<file path="config.mk">
export PLATFORM = sky130hd
export DESIGN_NAME = r_buffer
export DESIGN_NICKNAME = d
export VERILOG_FILES = /design/src/rtl/r_buffer.sv
export SDC_FILE = /design/constraint.sdc
export NUM_CORES = 1
export LEC_CHECK = 0
export ABC_AREA = 1
export BUFFER_PORTS_ARGS = -buffer_cell sky130_fd_sc_hd__buf_2
export CORE_ASPECT_RATIO = 1.25
export CORE_MARGIN = 3
export CORE_UTILIZATION = 45
export DETAILED_ROUTE_END_ITERATION = 6
export PLACE_DENSITY = 0.71
export SYNTH_ARGS = -nofsm -noshare
export SYNTH_HDL_FRONTEND = slang
export SYNTH_SLANG_ARGS = --single-unit
export TNS_END_PERCENT = 50
</file>
<file path="constraint.sdc">
create_clock -name ACLK -period 5.2 [get_ports ACLK]
set_input_delay 0 -clock ACLK [delete_from_list [all_inputs] [get_ports ACLK]]
set_output_delay 0 -clock ACLK [all_outputs]
set_load 0.01 [all_outputs]
</file>
<file path="src/rtl/r_buffer.sv">
// r_buffer: AXI R-channel beat buffer with occupancy status and an optional
// per-burst store-and-forward presentation mode.
module r_buffer #(
  parameter int ID_WIDTH     = 4,
  parameter int DATA_WIDTH   = 32,
  parameter int DEPTH        = 4,
  parameter int AFULL_THRESH = DEPTH - 1,
  parameter int STORE_FWD    = 0,
  localparam int PTR_W       = (DEPTH > 1) ? $clog2(DEPTH) : 1,
  localparam int CNT_W       = $clog2(DEPTH + 1)
) (
  input  logic                  ACLK,
  input  logic                  ARESETn,
  input  logic [ID_WIDTH-1:0]   S_RID,
  input  logic [DATA_WIDTH-1:0] S_RDATA,
  input  logic [1:0]            S_RRESP,
  input  logic                  S_RLAST,
  input  logic                  S_RVALID,
  output logic                  S_RREADY,
  output logic [ID_WIDTH-1:0]   M_RID,
  output logic [DATA_WIDTH-1:0] M_RDATA,
  output logic [1:0]            M_RRESP,
  output logic                  M_RLAST,
  output logic                  M_RVALID,
  input  logic                  M_RREADY,
  output logic [CNT_W-1:0]      count,
  output logic [CNT_W-1:0]      bursts,
  output logic                  almost_full
);

  localparam int ENTRY_W = ID_WIDTH + DATA_WIDTH + 3;
  localparam logic [CNT_W-1:0] FULL_CNT  = CNT_W'(DEPTH);
  localparam logic [CNT_W-1:0] AFULL_CNT = CNT_W'(AFULL_THRESH);
  localparam logic [PTR_W-1:0] PTR_LAST  = PTR_W'(DEPTH - 1);

  logic [ENTRY_W-1:0] mem [DEPTH];
  logic [PTR_W-1:0]   wr_ptr;
  logic [PTR_W-1:0]   rd_ptr;
  logic               push;
  logic               pop;
  logic               last_push;
  logic               last_pop;

  // Handshake qualification and status flags, all from registered state.
  always_comb begin
    S_RREADY = ARESETn & (count != FULL_CNT);
    if (STORE_FWD != 0)
      M_RVALID = (bursts != '0) | (count == FULL_CNT);
    else
      M_RVALID = (count != '0);
    {M_RID, M_RDATA, M_RRESP, M_RLAST} = mem[rd_ptr];
    push        = S_RVALID & S_RREADY;
    pop         = M_RVALID & M_RREADY;
    last_push   = push & S_RLAST;
    last_pop    = pop & M_RLAST;
    almost_full = (count >= AFULL_CNT);
  end

  // Storage, pointers with explicit wrap, beat and burst counters.
  always_ff @(posedge ACLK) begin
    if (!ARESETn) begin
      wr_ptr <= '0;
      rd_ptr <= '0;
      count  <= '0;
      bursts <= '0;
      for (int unsigned i = 0; i < DEPTH; i++)
        mem[i] <= '0;
    end else begin
      if (push) begin
        mem[wr_ptr] <= {S_RID, S_RDATA, S_RRESP, S_RLAST};
        wr_ptr      <= (wr_ptr == PTR_LAST) ? '0 : wr_ptr + 1'b1;
      end
      if (pop)
        rd_ptr <= (rd_ptr == PTR_LAST) ? '0 : rd_ptr + 1'b1;
      case ({push, pop})
        2'b10:   count <= count + 1'b1;
        2'b01:   count <= count - 1'b1;
        default: count <= count;
      endcase
      case ({last_push, last_pop})
        2'b10:   bursts <= bursts + 1'b1;
        2'b01:   bursts <= bursts - 1'b1;
        default: bursts <= bursts;
      endcase
    end
  end

endmodule
</file>
==> impl_metrics.env, run 1 <==
export IMPL_grt_ovfl_total=0
export IMPL_reg2regPathDepth=6
export IMPL_htreeDepth=4
export IMPL_worst_margin_pin_slew_ps=1020
export IMPL_post_synth_cell_area_avg_sq_um=10.7
export IMPL_ys_top_cells_by_area="edfxtp_1 (64%), nor3_1 (8.0%), nor2_1 (6.7%), o21ai_0 (5.8%), dfxtp_1 (3.3%)"
export IMPL_synth_fp_nets=736
export IMPL_placement_cell_area_sq_um=7980
export IMPL_clk_transition_reported_paths_ps=60
export IMPL_setup_repair_after_global_routing_missed_its_margin="no"
export IMPL_critPathKind="reg2reg"
export IMPL_routed_via_count=5632
export IMPL_floorplan_die_height_microns=149
export IMPL_grt_use_met3_pct=3.45
export IMPL_layout_filler_cells=1345
export IMPL_r2r_start="wr_ptr[0]"
export IMPL_die_width_microns=120
export IMPL_report_final_slew_viol_count=0
export IMPL_routed_wirelength_mm=17.6
export IMPL_post_cts_buffers=0
export IMPL_cts_max_path_buffers=2
export IMPL_globalRouteMet1Util_pct=24.5
export IMPL_cts_tree="yes"
export IMPL_post_synth_inst_count=687
export IMPL_timing_rr_end="mem[2][10]"
export IMPL_postSynthRegisterBits=168
export IMPL_finish_instance_area_sq_um=8940
export IMPL_first_pass_grt_wire_length_mm=28.0
export IMPL_crit_arrival_ps=3010
export IMPL_grtUsageTotal_pct=19.8
export IMPL_cts_sinks=168
export IMPL_power_density_nw_per_um2=469
export IMPL_clock_skew_final_ps=16.4
export IMPL_finalWorstPathRequiredPeriod_ps=2960
export IMPL_report_power_total_mw=4.19
export IMPL_io_pins=91
export IMPL_detailedRoute_firstPassIterationCount=6
export IMPL_postRouteAntennaNets=0
export IMPL_die_area_sq_um=17900
export IMPL_timing_final_hold_violations=0
export IMPL_initial_core_util_pct=46.5
export IMPL_final_cell_mix="edfxtp_1 (156), nor2_1 (130), nor3_1 (117)"
export IMPL_cp_startpoint="wr_ptr[0]"
export IMPL_initial_antenna_violation_count=0
export IMPL_routed_wire_length_per_instance_microns=17.2
export IMPL_final_common_cell="edfxtp_1"
export IMPL_route_detailed_drc=0
export IMPL_num_nets_final=842
export IMPL_clock_latency_reported_for_the_late_side_of_the_worst_skew_pair_ps=420
export IMPL_maxCapViolations=0
export IMPL_hpwl_mm=10.6
export IMPL_min_period_over_period_pct=56.9
export IMPL_dp_cells=945
export IMPL_synth_top_cell_by_area="edfxtp_1"
export IMPL_cts_root_buffer_cell="clkbuf_16"
export IMPL_result_of_the_run="complete, no violations"
export IMPL_detail_route_vias_per_cell=5.53
export IMPL_design_core_area_sq_um=15800
export IMPL_finalSetupViolations=0
export IMPL_drtIter0Drc=546
export IMPL_cts_made_buffers=17
export IMPL_synthDominantCellAreaShare_pct=63.6
export IMPL_leakagePower_nw=3.49
export IMPL_max_slew_margin_vs_limit_pct=31.6
export IMPL_post_synth_instance_area_sq_um=7360
export IMPL_finalNonFillerCells=1018
export IMPL_critical_path_required_ps=5250
export IMPL_worstSetupEndpoint="mem[2][10]"
export IMPL_vdd_ir_drop_worst_v=0.000274
export IMPL_path_type_of_the_worst_min_delay_path="in2reg"
export IMPL_floorplan_rows=51
export IMPL_vias_in_the_first_global_route=5679
export IMPL_crit_path_launch_type="register"
export IMPL_achievable_frequency_mhz=338
export IMPL_met2_usage_pct=34.7
export IMPL_layout_area_overhead_vs_synth_pct=21.4
export IMPL_critPathMaxFanout=41
export IMPL_post_route_cells_drive_above_1_share_pct=17.5
export IMPL_grt_busiest_layer="met2"
export IMPL_pin_count_of_the_biggest_net_entering_global_routing=77
export IMPL_synth_warning_count=0
export IMPL_synth_cell_types=24
export IMPL_antenna_diode_count=0
export IMPL_setup_total_negative_slack_ps=0
export IMPL_worst_setup_path_end_kind="register"
export IMPL_setup_reg_to_reg_worst_slack_ps=2240
export IMPL_globalplace_congestion=0.781
export IMPL_port_buffers=90
export IMPL_post_synthesis_sequential_area_ratio_pct=66.9
cells in the mapped netlist:
cell type,number
a21oi_2,1
inv_1,50
nor2_1,131
edfxtp_1,156
a21oi_1,6
o21ai_0,85
buf_2,20
nor2_4,1
clkinv_1,1
nor2_2,1
o22ai_1,38
o21ai_1,2
clkbuf_2,2
inv_2,2
nand4_1,1
xor2_1,1
dfxtp_1,12
clkbuf_1,33
nand3_1,4
nand4_2,1
nand2_1,16
nor3_1,117
ha_1,4
fa_1,2
cell type report:
cell class	instances	area [sq um]	area share [%]
Sequential cell	168	4930	55.1
Clock inverter	11	106	1.19
Inverter	53	199	2.23
Multi-Input combinational cell	411	2060	23.0
Tap cell	212	265	2.97
Clock buffer	21	440	4.93
Timing Repair Buffer	142	943	10.6
worst min path at each step:
stage / start / to / cells past startpoint
finish: M_RREADY / register / 4
global route: M_RREADY / register / 4
CTS: M_RREADY / register / 4
detailed placement: S_RVALID / wr_ptr[1] / 3
global placement: S_RVALID / wr_ptr[1] / 3
floorplan: ARESETn / S_RREADY / 2
routing by layer:
metal  wire length, microns  share of wire, %
met1                   7010                40
met2                   9140                52
met3                   1020               5.8
met4                    385               2.2
met5                      0                 0
worst max-delay path: stages, from the launching register on:
cell and delay [ps]:
dfxtp_1 340, clkinv_1 50, buf_4 410, nand4_4 600, buf_4 490, o21ai_4 160
buf_4 510
state kept, by name, summed over array words and instances (netlist names), named ones only:
register,cells
bursts,3
count,3
mem,156
rd_ptr,2
wr_ptr,2
metrics by stage:
step	util (%)	setup slack, ps	hold slack (ps)
after floorplan	-	1110	99.5
after global placement	50.4	2390	333
after detailed placement	50.4	2280	337
after CTS	56.5	2260	28.4
after global routing	56.5	2040	72.7
final	56.5	2240	43.0
repair_timing:
action / in CTS / in global routing
hold buffers: 41 / 0
hold endpoints to repair: 42 / 0
resized for setup: 0 / 0
power breakdown:
part	leakage (nW)	total, mW	switching [mW]	internal, mW
Clock	0.263	1.17	0.477	0.698
Sequential	1.72	1.77	0.0847	1.68
Combinational	1.51	1.25	0.837	0.410
Total	3.49	4.19	1.40	2.79
logic make-up after synthesis:
group           synth area share, %
flops                          66.9
buf+inv                        5.88
simple gates                   16.2
xor+xnor                      0.119
compound gates                 9.67
fa+ha+maj                      1.22
Power figures use the tool's default switching activity.
==> run 2: changes to the inputs <==
clock period = 3.05 ns   (was 5.2 ns; I/O delays follow)
==> run 2 against run 1 <==
  * First-iteration DRC count down 8.1%
  * Clock power up 79%
  * Largest power group unchanged
  * Utilization up 0.60 points
  * Critical path type is now reg2out
  * Sequential share of layout area down 0.58 points
  * Critical path depth down 2
  * Count of clock-buffer cells in the layout down 4
  * Combinational power up 73%
  * Non-clock buffer count up 8
  * Flip-flop and latch count unchanged
  * Hold slack better by 410 ps
==> impl_metrics.env, run 2 (synthesis gave the netlist of run 1 again) <==
export IMPL_routed_via_count=5653
export IMPL_floorplan_die_height_microns=149
export IMPL_crit_path_launch_type="register"
export IMPL_detailedRoute_firstPassIterationCount=5
export IMPL_pin_count_of_the_biggest_net_entering_global_routing=77
export IMPL_report_power_total_mw=7.24
export IMPL_worstHoldPathCells=4
export IMPL_preCtsSetupSlack_ps=867
export IMPL_report_final_slew_viol_count=0
export IMPL_finalSetupViolations=0
export IMPL_vias_in_the_first_global_route=5880
export IMPL_timing_rr_end="bursts[1]"
export IMPL_achievable_frequency_mhz=441
export IMPL_top_register="mem"
export IMPL_port_buffers=90
export IMPL_reg2regPathDepth=9
export IMPL_layout_area_overhead_vs_synth_pct=22.7
export IMPL_power_switching_mw=2.45
export IMPL_min_period_over_period_pct=74.3
export IMPL_critPathKind="reg2out"
export IMPL_placement_cell_area_sq_um=8030
export IMPL_final_common_cell="edfxtp_1"
export IMPL_leakagePower_nw=3.54
export IMPL_postLayoutCoreUtil_pct=57.1
export IMPL_finish_instance_area_sq_um=9030
export IMPL_hpwl_mm=10.1
export IMPL_die_area_sq_um=17900
export IMPL_route_detailed_drc=0
export IMPL_first_pass_grt_wire_length_mm=28.9
export IMPL_cts_max_path_buffers=2
export IMPL_routed_wirelength_mm=17.5
export IMPL_dp_cells=952
export IMPL_largest_reg_flops=156
export IMPL_result_of_the_run="complete, no violations"
export IMPL_globalplace_congestion=0.786
export IMPL_grt_ovfl_total=0
export IMPL_worst_slack_ps=783
export IMPL_power_share_combinational_pct=29.8
export IMPL_vdd_ir_drop_worst_v=0.000436
export IMPL_initial_antenna_violation_count=0
export IMPL_fraction_of_power_consumed_by_the_clock_network_pct=28.8
export IMPL_initial_core_util_pct=46.5
export IMPL_max_slew_margin_vs_limit_pct=51.5
export IMPL_finalWorstPathRequiredPeriod_ps=2270
export IMPL_cts_tree="yes"
export IMPL_drtIter0Drc=502
export IMPL_floorplan_rows=51
export IMPL_internal_power_mw=4.79
export IMPL_cts_repair_resized=0
export IMPL_setup_reg_to_reg_worst_slack_ps=820
export IMPL_design_core_area_sq_um=15800
export IMPL_maxCapViolations=0
export IMPL_timing_final_hold_violations=0
export IMPL_final_cell_mix="edfxtp_1 (156), nor2_1 (130), nor3_1 (117)"
export IMPL_finalNonFillerCells=1026
export IMPL_htreeDepth=4
export IMPL_clock_skew_final_ps=6.22
export IMPL_routed_wire_length_per_instance_microns=17.1
export IMPL_power_density_nw_per_um2=802
export IMPL_clk_transition_reported_paths_ps=60
export IMPL_grtUsageTotal_pct=20.3
export IMPL_cts_root_buffer_cell="clkbuf_16"
export IMPL_crit_arrival_ps=2270
export IMPL_io_pins=91
export IMPL_path_type_of_the_worst_min_delay_path="in2reg"
export IMPL_clock_latency_reported_for_the_late_side_of_the_worst_skew_pair_ps=420
export IMPL_cts_sinks=168
export IMPL_setup_repair_after_global_routing_missed_its_margin="no"
export IMPL_switching_power_as_a_share_of_total_power_pct=33.8
export IMPL_antenna_diode_count=0
export IMPL_die_width_microns=120
export IMPL_min_delay_worst_endpoint="wr_ptr[1]"
export IMPL_critPathMaxFanout=58
export IMPL_layout_filler_cells=1363
export IMPL_num_nets_final=850
export IMPL_detail_route_vias_per_cell=5.51
export IMPL_worst_margin_pin_slew_ps=727
export IMPL_post_route_cells_drive_above_1_share_pct=18.8
export IMPL_worst_hold_startpoint="S_RVALID"
export IMPL_cts_made_buffers=17
export IMPL_worst_setup_path_end_kind="output port"
export IMPL_postRouteAntennaNets=0
export IMPL_largestRegisters="mem (156), bursts (3), count (3)"
export IMPL_power_sequential_fraction_pct=41.4
export IMPL_critical_path_required_ps=3050
-- run 2: repair_timing --
item / 4_1_cts / 5_1_grt
hold buffers: 42 / 0
hold endpoints to repair: 60 / 0
setup buffers: 0 / 0
-- run 2: stage by stage --
step / setup TNS [ps] / hold WS, ps
finish: 0 / 451
CTS: 0 / 447
global placement: 0 / 341
global route: 0 / 485
floorplan: -4290 / 99.5
detailed placement: 0 / 341
-- run 2: worst max-delay path by stage --
| stage | startpoint | end | cells past startpoint |
|---|---|---|---|
| 4_1_cts | register | M_RDATA[25] | 4 |
| 5_1_grt | register | bursts[1] | 9 |
| 2_1_floorplan | count[1] | mem[0][0] | 5 |
| 6_report | register | M_RDATA[25] | 4 |
| 3_5_place_dp | register | bursts[1] | 9 |
| 3_3_place_gp | register | bursts[1] | 9 |
-- run 2: worst max-delay path, cell delays in order, from the launching register on --
cell and delay (ps):
dfxtp_2 580, buf_4 550, o21ai_0 180, o22ai_1 320, buf_2 200
-- run 2: metal layers --
metal | GRT usage [%] | vias to the layer above | part of all wire, % | wire length, microns
li1 | - | 2660 | - | -
met1 | 24.9 | 2721 | 39 | 6850
met2 | 35.6 | 239 | 51 | 9030
met3 | 4.21 | 33 | 7.5 | 1320
met4 | 7.43 | 0 | 2.0 | 357
met5 | 0 | - | 0 | 0
-- run 2: power by group through the flow --
stage                     registers [mW]  logic [mW]  clock network, mW
final                               3.00        2.16               2.09
after floorplan                     3.02        1.34                  0
after global placement              3.03        2.05                  0
after CTS                           3.00        2.17               2.10
after detailed placement            3.05        2.11                  0
after global routing                3.03        2.38               2.21
-- run 2: final cells by class --
cell class | instances | area (sq um) | area share (%)
clock buffers | 17 | 425 | 4.71
clock inverters | 15 | 154 | 1.70
inverters | 53 | 199 | 2.20
multi-input cells | 411 | 2060 | 22.8
flip-flops and latches | 168 | 4930 | 54.5
well taps | 212 | 265 | 2.94
repair buffers | 150 | 1010 | 11.1
